--- src/rtl/pcm_sched_pkg.sv ---
// Shared types for the PCM-to-SPI scheduler: FSM state encodings and sample geometry.
package pcm_sched_pkg;

    typedef enum logic {
        W_IDLE,
        W_MSB
    } wr_state_t;

    typedef enum logic [1:0] {
        R_IDLE,
        R_FETCH,
        R_SEND
    } rd_state_t;

    localparam int BYTES_PER_SAMPLE = 2;

endpackage

--- src/rtl/edge_sync.sv ---
// Three-flop synchronizer for an asynchronous level with a single-cycle rising-edge pulse.
module edge_sync (
    input  logic clk,
    input  logic rst_n,
    input  logic async_i,
    output logic rise_o
);

    logic [2:0] sync_q;

    always_ff @(posedge clk or negedge rst_n) begin
        if (!rst_n) begin
            sync_q <= '0;
        end else begin
            sync_q <= {sync_q[1:0], async_i};
        end
    end

    assign rise_o = (sync_q[2:1] == 2'b01);

endmodule

--- src/rtl/pcm_spi_scheduler.sv ---
// Splits PCM samples into LSB/MSB byte pairs for the TX FIFO and serves SPI byte requests from it.
module pcm_spi_scheduler
    import pcm_sched_pkg::*;
#(
    parameter int         SAMPLE_W  = 16,
    parameter logic [7:0] FILL_BYTE = 8'h00,
    parameter int         CNT_W     = 16
) (
    input  logic                clk,
    input  logic                rst_n,
    input  logic                en,
    input  logic [SAMPLE_W-1:0] pcm_data,
    input  logic                pcm_valid,
    input  logic                fifo_full,
    input  logic                fifo_almost_full,
    input  logic                fifo_empty,
    input  logic [7:0]          fifo_rd_data,
    output logic                fifo_wr_en,
    output logic [7:0]          fifo_wr_data,
    output logic                fifo_rd_en,
    input  logic                spi_busy,
    output logic [7:0]          spi_data,
    output logic                spi_valid,
    output logic [CNT_W-1:0]    drop_cnt,
    output logic [CNT_W-1:0]    underrun_cnt
);

    localparam int BYTE_W = SAMPLE_W / BYTES_PER_SAMPLE;

    wr_state_t         wr_state_q, wr_state_d;
    logic [BYTE_W-1:0] msb_q, msb_d;
    logic              wr_en_q, wr_en_d;
    logic [7:0]        wr_data_q, wr_data_d;
    logic [CNT_W-1:0]  drop_q, drop_d;

    rd_state_t         rd_state_q, rd_state_d;
    logic              rd_en_q, rd_en_d;
    logic [7:0]        spi_data_q, spi_data_d;
    logic              spi_valid_q, spi_valid_d;
    logic [CNT_W-1:0]  under_q, under_d;

    logic              busy_rise;

    edge_sync u_busy_sync (
        .clk     (clk),
        .rst_n   (rst_n),
        .async_i (spi_busy),
        .rise_o  (busy_rise)
    );

    // Only the MSB is held; the LSB goes straight from pcm_data into the first write.
    always_comb begin
        wr_state_d = wr_state_q;
        msb_d      = msb_q;
        wr_en_d    = 1'b0;
        wr_data_d  = wr_data_q;
        drop_d     = drop_q;
        case (wr_state_q)
            W_IDLE: begin
                if (pcm_valid && en) begin
                    if (!fifo_almost_full && !fifo_full) begin
                        msb_d      = pcm_data[SAMPLE_W-1:BYTE_W];
                        wr_en_d    = 1'b1;
                        wr_data_d  = pcm_data[BYTE_W-1:0];
                        wr_state_d = W_MSB;
                    end else if (drop_q != '1) begin
                        drop_d = drop_q + CNT_W'(1);
                    end
                end
            end
            W_MSB: begin
                wr_en_d    = 1'b1;
                wr_data_d  = msb_q;
                wr_state_d = W_IDLE;
                if (pcm_valid && en && (drop_q != '1)) begin
                    drop_d = drop_q + CNT_W'(1);
                end
            end
            default: wr_state_d = W_IDLE;
        endcase
    end

    always_ff @(posedge clk or negedge rst_n) begin
        if (!rst_n) begin
            wr_state_q <= W_IDLE;
            msb_q      <= '0;
            wr_en_q    <= 1'b0;
            wr_data_q  <= '0;
            drop_q     <= '0;
        end else begin
            wr_state_q <= wr_state_d;
            msb_q      <= msb_d;
            wr_en_q    <= wr_en_d;
            wr_data_q  <= wr_data_d;
            drop_q     <= drop_d;
        end
    end

    // FETCH waits out the FIFO read latency; SEND captures the byte and pulses valid together.
    always_comb begin
        rd_state_d  = rd_state_q;
        rd_en_d     = 1'b0;
        spi_data_d  = spi_data_q;
        spi_valid_d = 1'b0;
        under_d     = under_q;
        case (rd_state_q)
            R_IDLE: begin
                if (busy_rise) begin
                    if (fifo_empty) begin
                        spi_data_d  = FILL_BYTE;
                        spi_valid_d = 1'b1;
                        if (under_q != '1) begin
                            under_d = under_q + CNT_W'(1);
                        end
                    end else begin
                        rd_en_d    = 1'b1;
                        rd_state_d = R_FETCH;
                    end
                end
            end
            R_FETCH: rd_state_d = R_SEND;
            R_SEND: begin
                spi_data_d  = fifo_rd_data;
                spi_valid_d = 1'b1;
                rd_state_d  = R_IDLE;
            end
            default: rd_state_d = R_IDLE;
        endcase
    end

    always_ff @(posedge clk or negedge rst_n) begin
        if (!rst_n) begin
            rd_state_q  <= R_IDLE;
            rd_en_q     <= 1'b0;
            spi_data_q  <= FILL_BYTE;
            spi_valid_q <= 1'b0;
            under_q     <= '0;
        end else begin
            rd_state_q  <= rd_state_d;
            rd_en_q     <= rd_en_d;
            spi_data_q  <= spi_data_d;
            spi_valid_q <= spi_valid_d;
            under_q     <= under_d;
        end
    end

    assign fifo_wr_en   = wr_en_q;
    assign fifo_wr_data = wr_data_q;
    assign fifo_rd_en   = rd_en_q;
    assign spi_data     = spi_data_q;
    assign spi_valid    = spi_valid_q;
    assign drop_cnt     = drop_q;
    assign underrun_cnt = under_q;

endmodule

--- config.mk ---
export PLATFORM = sky130hd
export DESIGN_NAME = pcm_spi_scheduler
export DESIGN_NICKNAME = d
export VERILOG_FILES = /design/src/rtl/pcm_sched_pkg.sv /design/src/rtl/edge_sync.sv /design/src/rtl/pcm_spi_scheduler.sv
export SDC_FILE = /design/constraint.sdc
export NUM_CORES = 1
export LEC_CHECK = 0
export CAP_MARGIN = 20
export CORE_AREA = 3 3 86 88
export CTS_CLUSTER_DIAMETER = 30
export CTS_CLUSTER_SIZE = 16
export DETAILED_ROUTE_END_ITERATION = 16
export DIE_AREA = 0 0 89 91
export GPL_ROUTABILITY_DRIVEN = 0
export GPL_TIMING_DRIVEN = 0
export PLACE_DENSITY = 0.74
export SLEW_MARGIN = 10
export SYNTH_ARGS = -nofsm -noshare
export SYNTH_HDL_FRONTEND = slang
export SYNTH_SLANG_ARGS = --single-unit
--- constraint.sdc ---
create_clock -name clk -period 1.8 [get_ports clk]
set_clock_uncertainty 0.05 [all_clocks]
set_input_delay 0.45 -clock clk [delete_from_list [all_inputs] [get_ports clk]]
set_output_delay 0.45 -clock clk [all_outputs]
set_load 0.1 [all_outputs]
==> summary.txt, run 1 <==
Status
  – Status: finished with violations
  – Violated checks: negative setup slack

Finish
  – Filler Cell Count: 573
  – Post-route cell area: 4100 sq um
  – Final core occ: 0.611
  – Final #Nets: 365
  – Fraction of layout cells with a size suffix above 1: 0.449
  – Area growth syn-to-layout: 50.2%
  – # diodes: 0

Synth
  – Flops & latches, synth: 65
  – Avg Cell Area, Syn: 12.4 sq um
  – Top-area cell type share of the netlist area: 0.595
  – Post-synth top area cell: dfrtp_1
  – Netlist cell types: 37
  – YS warnings: 0
  – Syn Nets: 255
  – Syn Inst Count: 221
  – Post-synth ARST share: 1.00
  – Top_reg_cell synth: dfrtp_1
  – Post-synthesis sequential area ratio: 0.595
  – Number of synthesized flops with an enable pin: 0
  – Synthesized cell area: 2730 sq um
  – Synth top area cells: dfrtp_1 (60%), xnor2_1 (5.4%), mux2_2 (4.1%)

Route
  – Wire length after detailed routing: 6.18 mm
  – # DRC: 0
  – Post-DR vias/cell: 4.99
  – Vias: 2077
  – Number of nets still failing antenna checks after routing: 0
  – Iter 0 DRT Violations: 57
  – Number of iterations in the first detailed-routing pass: 6
  – Wire length per cell: 14.9 microns

STA
  – Worst relative slew slack: 0.558
  – Post-route clock period utilization: 1.01
  – RSZ-0062 raised after global routing: yes
  – Slew @ Worst Pin: 0.662 ns
  – Final Slew Violations: 0
  – Final setup fails: 1
  – Tmin final: 1.82 ns
  – Total count of hold-check failures in the final report: 0
  – Fmax: 551 MHz
  – Final worst setup slack: -0.0161 ns

Worst setup path
  – Crit Path Max Fanout: 4
  – Critical path arrival: 1.99 ns
  – Setup Crit Path Kind: reg2reg
  – Crit path capture type: register
  – Critical Path RT: 1.97 ns
  – Crit start category: register

Clock tree
  – CTS sink cnt: 65
  – Clk root buf: clkbuf_8
  – Clock latency on the worst-skew pair: 0.33 ns
  – CTS tree: done
  – Clock tree buffer depth: 2
  – H-tree levels: 3
  – CTS clk-pin slew, worst paths: 0.08 ns
  – Total CTS buffers: 9

Placement
  – DP Wirelength: 4.42 mm
  – Dpl cell area: 3850 sq um
  – Pre-CTS WS: -0.563 ns
  – IO buf count: 82

Pwr
  – Sw power: 0.00242 W
  – Leak Pwr: 1.80 nW
  – Clock power share: 0.238
  – Switching Share: 0.439
  – Comb pwr share: 0.408
  – Max VDD drop: 949 uV
  – Sequential power share: 0.354
  – Pint: 0.00309 W
  – PD cells: 1340 nW/um^2

Floorplan
  – Starting Density: 0.407
  – Rows: 30
  – Die height: 91 microns
  – Chip width: 89 microns
  – Die area: 8100 sq um
  – I/O pins: 83
  – Core Area: 6720 sq um

GRT
  – Grt ovf: 0
  – Vias in the first global route: 2131
  – GRT Util Overall: 0.160
  – First-pass GRT wire length: 10.1 mm
  – Initial antenna violation count: 0
  – Largest net degree at the start of global routing: 37

Job
  – Max-cap violation count: 0

Hold path
  – Worst hold path type: reg2reg
==> flip-flops by register name (all words and copies together), names as in the netlist, 2 cells and up <==
name	flops
drop_cnt	16
fifo_wr_data	8
msb_q	8
rd_state_q	2
spi_data	8
u_busy_sync.sync_q	3
underrun_cnt	16
==> worst max-delay path: stages, from the launching register on <==
cell     delay (ns)
dfrtp_4        0.50
ha_4           0.18
nand2_4        0.05
or3_4          0.12
or4b_4         0.52
buf_4          0.17
xnor2_1        0.11
==> final timing paths <==
kind                       slack [ns]                     to                  start  depth (start not counted)
min reg2reg                      0.31  u_busy_sync.sync_q[1]  u_busy_sync.sync_q[0]                          0
max in group asynchronous        0.61           drop_cnt[12]                  rst_n                          3
max reg2reg                     -0.02            drop_cnt[9]            drop_cnt[0]                          6
min                              0.31  u_busy_sync.sync_q[1]  u_busy_sync.sync_q[0]                          0
min in group asynchronous        0.55        underrun_cnt[3]                  rst_n                          2
max                             -0.02            drop_cnt[9]            drop_cnt[0]                          6
==> layout make-up <==
type	instances	area, sq um	area share
Sequential cell	65	1720	0.418
Multi-Input combinational cell	147	1210	0.294
Timing Repair Buffer	99	828	0.202
Clock buffer	10	128	0.0311
Tap cell	80	100	0.0244
Clock inverter	6	82.6	0.0201
Buffer	4	23.8	0.00579
Inverter	5	18.8	0.00457
==> cell usage after synthesis (2+ instances only) <==
| library cell | instances |
|---|---|
| ha_1 | 2 |
| mux2i_1 | 9 |
| a21oi_1 | 3 |
| nor3_1 | 4 |
| nor2_1 | 8 |
| and4_1 | 4 |
| inv_1 | 5 |
| or2_2 | 2 |
| dfrtp_1 | 65 |
| nor2b_1 | 2 |
| xor2_1 | 11 |
| a22o_1 | 8 |
| o21ai_0 | 8 |
| mux2_2 | 10 |
| and3_1 | 4 |
| xnor2_1 | 17 |
| nand2_1 | 21 |
| nand2b_1 | 2 |
| nor4bb_1 | 2 |
| nand4_1 | 9 |
| nand3_1 | 9 |
==> power groups by stage <==
stage          logic (W)  registers, W  clock network (W)
6_report         0.00225       0.00195            0.00131
3_5_place_dp     0.00222       0.00201                  0
4_1_cts          0.00226       0.00196            0.00135
5_1_grt          0.00235       0.00199            0.00143
2_1_floorplan   0.000327       0.00329                  0
3_3_place_gp     0.00218       0.00199                  0
==> cell families (layout without fill, tap and decap cells) <==
kind of cell,after synthesis,in the layout,synth area share
buffers and inverters,9,124,0.0156
adders and majority gates,2,2,0.00916
AOI/OAI and AO/OA,23,23,0.0591
muxes,20,20,0.0783
xor gates and xnor gates,28,28,0.0897
DFF,65,65,0.595
and+or+nand+nor,74,74,0.153
==> layout by cell type (no fill, tap or decap), types with 3 or more instances in the layout <==
master / synthesis / routed
a22o_1: 8 / 8
and3_4: 0 / 3
and4_1: 4 / 3
buf_2: 1 / 31
buf_4: 0 / 16
clkbuf_8: 0 / 9
clkdlybuf4s15_2: 0 / 18
clkdlybuf4s18_2: 0 / 3
clkdlybuf4s50_1: 0 / 26
clkinv_2: 0 / 3
dfrtp_1: 65 / 33
dfrtp_2: 0 / 12
dfrtp_4: 0 / 20
dlygate4sd2_1: 0 / 4
inv_1: 5 / 5
mux2_2: 10 / 9
mux2i_1: 9 / 9
nand2_1: 21 / 20
nand3_1: 9 / 8
nand4_1: 9 / 9
nor2_1: 8 / 6
nor3_1: 4 / 3
o21ai_0: 8 / 8
xnor2_1: 17 / 17
xor2_1: 11 / 11
==> metal layers <==
layer | GRT usage | vias to the layer above | share of wire
met3 | 0.0318 | 4 | 0.047
met2 | 0.262 | 49 | 0.51
met5 | 0 | - | 0
li1 | - | 998 | -
met4 | 0.0670 | 0 | 0.011
met1 | 0.206 | 1026 | 0.43
==> per-stage QoR <==
stage | TNS [ns] | total power, W | hold slack [ns] | instances
after floorplan | -1.20 | 0.00361 | 0.104 | 221
after global placement | -161.39 | 0.00417 | 0.287 | 383
after detailed placement | -25.06 | 0.00423 | 0.303 | 384
after CTS | -0.0276 | 0.00557 | 0.315 | 412
after global routing | -0.314 | 0.00577 | 0.320 | 416
final | -0.0161 | 0.00551 | 0.314 | 416
==> repair_timing <==
action | in CTS | in global routing
setup buffers | 11 | 4
resized for setup | 216 | 14
hold buffers | 1 | 0
pin swaps | 8 | 7
endpoints found under the hold margin | 1 | 0
endpoints found under the setup margin | 59 | 23
Power figures use the tool's default switching activity.
==> inputs of run 2 (changes only) <==
- CORE_AREA: 3 3 86 88 -> 3 3 75 106
- DIE_AREA: 0 0 89 91 -> 0 0 78 109
- PLACE_DENSITY: 0.74 -> 0.73
- SYNTH_HIERARCHICAL: unset -> 1
==> summary.txt, run 2 <==
Clock tree
  – Clock tree buffer depth: 2 (unchanged)
  – H-tree levels: 3 (unchanged)
  – CTS sink cnt: 65 (unchanged)
  – Clk root buf: clkbuf_8
  – CTS tree: done
  – Clock latency on the worst-skew pair: 0.34 ns (about the same)
  – CTS clk-pin slew, worst paths: 0.08 ns (about the same)
  – Total CTS buffers: 9 (unchanged)

GRT
  – Vias in the first global route: 2243 (+5.3%)
  – First-pass GRT wire length: 11.4 mm (+13%)
  – Initial antenna violation count: 0 (unchanged)
  – Largest net degree at the start of global routing: 65 (+76%)
  – Grt ovf: 0 (unchanged)
  – GRT Util Overall: 0.172 (+0.0116)

Synth
  – Top_reg_cell synth: dfrtp_1
  – Number of synthesized flops with an enable pin: 0 (unchanged)
  – Post-synthesis sequential area ratio: 0.563 (-0.0327)
  – Mux contribution to synthesized area: 0.0705 (-0.00776)
  – Syn Inst Count: 239 (+8.1%)
  – Post-synthesis simple-gate area fraction: 0.170 (+0.0176)
  – XOR/XNOR Fraction of Synth Area: 0.0848 (-0.00493)
  – Largest family of logic cells by synthesized area: simple AND/OR/NAND/NOR gates
  – YS warnings: 6 (+6)
  – Compound-Gate Fraction of Synth Area: 0.0844 (+0.0253)
  – Synth top area cells: dfrtp_1 (56%), xnor2_1 (7.3%), mux2_1 (4.3%)
  – Flops & latches, synth: 65 (unchanged)
  – Top-area cell type share of the netlist area: 0.563 (-0.0327)
  – Syn Nets: 273 (+7.1%)
  – Avg Cell Area, Syn: 12.1 sq um (-2.2%)
  – Post-synth ARST share: 1.00 (unchanged)
  – Cell with the most instances after synthesis: dfrtp_1
  – Synthesized cell area: 2890 sq um (+5.8%)
  – Post-synth top area cell: dfrtp_1
  – Netlist cell types: 43 (+16%)
  – Most common library cells after synthesis: dfrtp_1 (65), xnor2_1 (24), nand2_1 (18), nand3_1 (15), mux2_1 (11)
  – Synth Area in Adders: 0.00865 (-0.000503)

Floorplan
  – I/O pins: 83 (unchanged)
  – Chip width: 78 microns (-12%)
  – Die area: 8500 sq um (+5.0%)
  – Rows: 36 (+20%)
  – Die height: 109 microns (+20%)
  – Core Area: 7030 sq um (+4.6%)
  – Starting Density: 0.412 (+0.00480)

STA
  – Final worst setup slack: -0.0514 ns (-0.0352 ns)
  – Setup TNS Final: -0.217 ns (-0.201 ns)
  – Post-route clock period utilization: 1.03 (+0.0196)
  – Fmax: 540 MHz (-1.9%)
  – Tmin final: 1.85 ns (+0.0352 ns)
  – Final Slew Violations: 0 (unchanged)
  – Final setup fails: 5 (+4)
  – RSZ-0062 raised after global routing: yes
  – Total count of hold-check failures in the final report: 0 (unchanged)
  – Worst relative slew slack: 0.624 (+0.0668)
  – Slew @ Worst Pin: 0.566 ns (-0.0962 ns)

Finish
  – # diodes: 0 (unchanged)
  – Final #Nets: 384 (+5.2%)
  – Area growth syn-to-layout: 48.8%
  – Commonest non-fill, non-tap cells in the layout: buf_2 (33), dfrtp_1 (33), clkdlybuf4s50_1 (27)
  – Fraction of layout cells with a size suffix above 1: 0.414 (-0.0353)
  – Fin cells: 450 (+8.2%)

Pwr
  – Max VDD drop: 1000 uV (+5.4%)
  – Total power: 0.00549 W (-0.36%)
  – PD cells: 1280 nW/um^2 (-5.0%)
  – Leak Pwr: 1.78 nW (-0.96%)

Worst setup path
  – Crit start category: register
  – Worst path depth: 5 (-1)
  – Cell with the largest stage delay on the worst path: or4b_4
  – Critical Path RT: 1.98 ns (about the same)
  – Critical path arrival: 2.03 ns (+0.04 ns)
  – Crit path capture type: register
  – Cell family with most CP delay: simple AND/OR/NAND/NOR gates
  – Buffers plus inverters on the worst setup path: 0 (-1)
  – Crit Path Max Fanout: 4 (unchanged)
  – Setup Crit Path Kind: reg2reg
  – R2R cell count: 5 (-1)
  – Critical Path Max Stage Delay: 0.56 ns (+0.04 ns)
  – Cell Chain, Critical Path: ha_4 -> nand3_4 -> or4b_4 -> o21bai_4 -> mux2_4

Route
  – Number of iterations in the first detailed-routing pass: 4 (-2)
  – Post-DR vias/cell: 5.09 (+1.9%)
  – Wire length per cell: 15.9 microns (+6.7%)
  – # DRC: 0 (unchanged)
  – Wire length after detailed routing: 7.14 mm (+15%)
  – Iter 0 DRT Violations: 100 (+75%)
  – Vias: 2290 (+10%)
  – Number of nets still failing antenna checks after routing: 0 (unchanged)

Placement
  – Pre-CTS WS: -0.716 ns (-0.153 ns)
  – Placed cell count: 417 (+8.6%)
  – IO buf count: 82 (unchanged)
  – DP Wirelength: 4.63 mm (+4.8%)

Status
  – Status: finished with violations
  – Violated checks: negative setup slack

Hold path
  – WHS Path Cells: 0 (unchanged)
  – Worst hold path type: reg2reg

Job
  – Max-cap violation count: 0 (unchanged)
-- run 2: cell types whose count changed after synthesis, sizes merged, moves of 3 or more --
cell / delta
nor4b: +3
clkbuf: +4
o211ai: +3
xor2: -7
nand2: -3
xnor2: +7
nor3: +5
o21ai: +7
nor4: +4
nor2: -4
nand3: +6
-- run 2: cells by family after synthesis --
logic type	Yosys count
compound gates	34
xor+xnor	28
fa+ha+maj	2
buf+inv	12
flops	65
mux	19
simple gates	79
-- run 2: power by group --
group / total (W) / internal (W) / leakage [nW] / switching [W]
Sequential: 0.00199 / 0.00175 / 0.790 / 0.000243
Combinational: 0.00222 / 0.000541 / 0.899 / 0.00168
Clock: 0.00127 / 0.000651 / 0.0925 / 0.000622
Total: 0.00549 / 0.00294 / 1.78 / 0.00255
-- run 2: metal layers --
metal | GRT usage | wire (microns) | vias up
met5 | 0 | 0 | -
met4 | 0.0675 | 123 | 0
met3 | 0.0430 | 319 | 13
met2 | 0.305 | 3910 | 58
met1 | 0.200 | 2790 | 1136
li1 | - | - | 1083
-- run 2: final timing paths --
kind                                       start                    end  slack, ns
max in group asynchronous                  rst_n            drop_cnt[9]       0.80
hold / removal             u_busy_sync/sync_q[0]  u_busy_sync/sync_q[1]       0.30
min in group asynchronous                  rst_n            spi_data[0]       0.39
hold reg to reg            u_busy_sync/sync_q[0]  u_busy_sync/sync_q[1]       0.30
setup reg to reg                 underrun_cnt[1]        underrun_cnt[1]      -0.05
setup / recovery                 underrun_cnt[1]        underrun_cnt[1]      -0.05
-- run 2: area by class of cell --
class | count | area (sq um)
Buffer | 7 | 33.8
Inverter | 4 | 15.0
Multi-Input combinational cell | 162 | 1360
Tap cell | 95 | 119
Clock buffer | 9 | 124
Timing Repair Buffer | 101 | 847
Sequential cell | 65 | 1730
Clock inverter | 7 | 78.8
Fill cell | 626 | 2720
-- run 2: metrics by stage --
stage          hold slack (ns)  utilization  cell area (sq um)
2_1_floorplan            0.104            -               3040
3_3_place_gp             0.284        0.566               3980
3_5_place_dp             0.202        0.570               4000
4_1_cts                  0.303        0.609               4280
5_1_grt                  0.311        0.612               4300
6_report                 0.301        0.612               4300
-- run 2: repair_timing --
action                     in CTS  in global routing
buffers inserted               13                  3
hold buffers                    1                  0
cloned                          0                  1
resized for setup             237                 26
hold endpoints to repair        1                  0
setup endpoints to repair      85                 36
pin swaps                       9                  7
==> inputs of run 3 (changes only) <==
--- a/config.mk
+++ b/config.mk
@@ -8,3 +8,3 @@
 export CAP_MARGIN = 20
-export CORE_AREA = 3 3 75 106
+export CORE_AREA = 3 3 81 98
 export CTS_CLUSTER_DIAMETER = 30
@@ -12,3 +12,3 @@
 export DETAILED_ROUTE_END_ITERATION = 16
-export DIE_AREA = 0 0 78 109
+export DIE_AREA = 0 0 84 101
 export GPL_ROUTABILITY_DRIVEN = 0
--- a/constraint.sdc
+++ b/constraint.sdc
@@ -4,2 +4,2 @@
 set_output_delay 0.45 -clock clk [all_outputs]
-set_load 0.1 [all_outputs]
+set_load 0.05 [all_outputs]
==> summary.txt, run 3 (synthesis gave the netlist of run 2 again) <==
Worst setup path
  – R2R cell count: 5 (unchanged)
  – Cell family with most CP delay: simple AND/OR/NAND/NOR gates
  – FF-to-FF Start: underrun_cnt[0]
  – Setup Crit Path Kind: reg2reg
  – Crit path capture type: register
  – Critical path arrival: 1.98 ns (-0.05 ns)
  – Critical Path Max Stage Delay: 0.54 ns (-0.02 ns)
  – Critical Path RT: 1.96 ns (-0.02 ns)
  – Cell Chain, Critical Path: ha_4 -> nand3_2 -> or4b_4 -> o21bai_4 -> mux2_4
  – Worst flop-to-flop path endpoint: underrun_cnt[1]
  – Crit start category: register
  – Crit Path Max Fanout: 3 (-1)
  – Buffers plus inverters on the worst setup path: 0 (unchanged)
  – Cell with the largest stage delay on the worst path: or4b_4
  – R2R Setup Slk: -0.01 ns (+0.04 ns)

Finish
  – Leading cell type in the layout, fill and taps excluded: dfrtp_1
  – Fraction of layout cells with a size suffix above 1: 0.307 (-0.107)
  – Commonest non-fill, non-tap cells in the layout: dfrtp_1 (41), clkdlybuf4s50_1 (27), dlygate4sd2_1 (27)
  – # diodes: 0 (unchanged)
  – Area growth syn-to-layout: 48.2%
  – Final core occ: 0.596 (-0.0161)
  – Post-route cell area: 4290 sq um (-0.38%)
  – Final #Nets: 381 (-0.78%)

Placement
  – IO buf count: 82 (unchanged)
  – Dpl cell area: 3910 sq um (-2.3%)
  – DP Wirelength: 4.55 mm (-1.7%)
  – Pre-CTS WS: -0.611 ns (+0.105 ns)

Pwr
  – PD cells: 1120 nW/um^2 (-12%)
  – Leak Pwr: 1.82 nW (+2.1%)
  – Max VDD drop: 709 uV (-29%)

GRT
  – GRT Max-Usage Layer: met2
  – First-pass GRT wire length: 11.2 mm (-1.4%)
  – Initial antenna violation count: 0 (unchanged)
  – Met3 usage: 0.0368 (-0.00618)
  – GR met1 Demand/Resource: 0.205 (+0.00546)
  – Largest net degree at the start of global routing: 39 (-40%)
  – Grt ovf: 0 (unchanged)
  – Vias in the first global route: 2344 (+4.5%)
  – Grt met2 use: 0.282 (-0.0228)
  – GRT Util Overall: 0.165 (-0.00683)

Job
  – Max-cap violation count: 0 (unchanged)

Floorplan
  – Die height: 101 microns (-7.3%)
  – Rows: 34 (-5.6%)
  – I/O pins: 83 (unchanged)
  – Die area: 8480 sq um (-0.21%)
  – Starting Density: 0.402 (-0.00931)
  – Chip width: 84 microns (+7.7%)
  – Core Area: 7190 sq um (+2.3%)

STA
  – Tmin final: 1.81 ns (-0.0392 ns)
  – Final Slew Violations: 0 (unchanged)
  – Total count of hold-check failures in the final report: 0 (unchanged)
  – Fmax: 552 MHz (+2.2%)
  – Slew @ Worst Pin: 0.536 ns (-0.0306 ns)
  – Final setup fails: 1 (-4)
  – Worst relative slew slack: 0.644 (+0.0201)
  – RSZ-0062 raised after global routing: yes
  – Final worst setup slack: -0.0121 ns (+0.0392 ns)
  – Post-route clock period utilization: 1.01 (-0.0218)

Route
  – # DRC: 0 (unchanged)
  – Post-DR vias/cell: 5.15 (+1.2%)
  – Wire length per cell: 15.0 microns (-5.4%)
  – Wire length after detailed routing: 6.63 mm (-7.0%)
  – Number of iterations in the first detailed-routing pass: 4 (unchanged)
  – Iter 0 DRT Violations: 79 (-21%)
  – Vias: 2276 (-0.61%)
  – Number of nets still failing antenna checks after routing: 0 (unchanged)

Hold path
  – Hold path startpoint: u_busy_sync/sync_q[0]
  – WHS Path Cells: 0 (unchanged)
  – Worst hold path type: reg2reg
  – Hold EP: u_busy_sync/sync_q[1]

Clock tree
  – Clock latency on the worst-skew pair: 0.33 ns (about the same)
  – CTS clk-pin slew, worst paths: 0.07 ns (about the same)
  – Clk root buf: clkbuf_8
  – Total CTS buffers: 9 (unchanged)
  – Clock tree buffer depth: 2 (unchanged)
  – CTS tree: done
  – CTS sink cnt: 65 (unchanged)
  – H-tree levels: 3 (unchanged)

Status
  – Status: finished with violations
  – Violated checks: negative setup slack
run 3: worst register-to-register path, delay by kind of cell, from the launching register on:
kind,cells,cell delay [ns]
AOI/OAI and AO/OA,1,0.18
adders and majority gates,1,0.14
DFF,1,0.39
muxes,1,0.31
and+or+nand+nor,2,0.62
run 3: repair_timing:
action                     CTS  global route
hold buffers                 1             0
setup endpoints to repair   84            48
setup buffers               13             1
pin swaps                    7             5
gates cloned                 0             0
resized for setup           84            39
hold endpoints to repair    27             0
run 3: cell type report:
| type | count | area (sq um) |
|---|---|---|
| Timing Repair Buffer | 98 | 883 |
| Clock buffer | 10 | 138 |
| Tap cell | 90 | 113 |
| Buffer | 7 | 33.8 |
| Fill cell | 606 | 2900 |
| Clock inverter | 6 | 91.3 |
| Inverter | 4 | 15.0 |
| Sequential cell | 65 | 1660 |
| Multi-Input combinational cell | 162 | 1360 |
run 3: worst max path at each step:
stage | from | end | slack [ns] | depth (start not counted)
after floorplan | underrun_cnt[0] | underrun_cnt[1] | -0.27 | 6
after global placement | rst_n | underrun_cnt[0] | -2.20 | 1
after detailed placement | fifo_full | drop_cnt[14] | -0.61 | 5
after CTS | underrun_cnt[0] | underrun_cnt[1] | -0.05 | 6
after global routing | underrun_cnt[0] | underrun_cnt[1] | -0.05 | 5
final | underrun_cnt[0] | underrun_cnt[1] | -0.01 | 5
run 3: where the power goes:
| group | switching (W) | internal, W | leakage, nW |
|---|---|---|---|
| registers | 0.000233 | 0.00171 | 0.806 |
| logic | 0.000958 | 0.000500 | 0.907 |
| clock network | 0.000588 | 0.000820 | 0.105 |
run 3: per-layer routing:
metal | up-vias | part of all wire
met1 | 1123 | 0.43
met5 | - | 0
met2 | 60 | 0.52
li1 | 1081 | -
met3 | 12 | 0.039
met4 | 0 | 0.018
run 3: metrics by stage:
stage / power, W / hold slack (ns) / setup TNS [ns] / std cells
after floorplan: 0.00289 / 0.104 / -0.964 / 239
after global placement: 0.00345 / 0.283 / -149.17 / 411
after detailed placement: 0.00349 / 0.291 / -16.98 / 412
after CTS: 0.00487 / 0.307 / -0.121 / 442
after global routing: 0.00504 / 0.321 / -0.131 / 442
final: 0.00481 / 0.307 / -0.0121 / 442
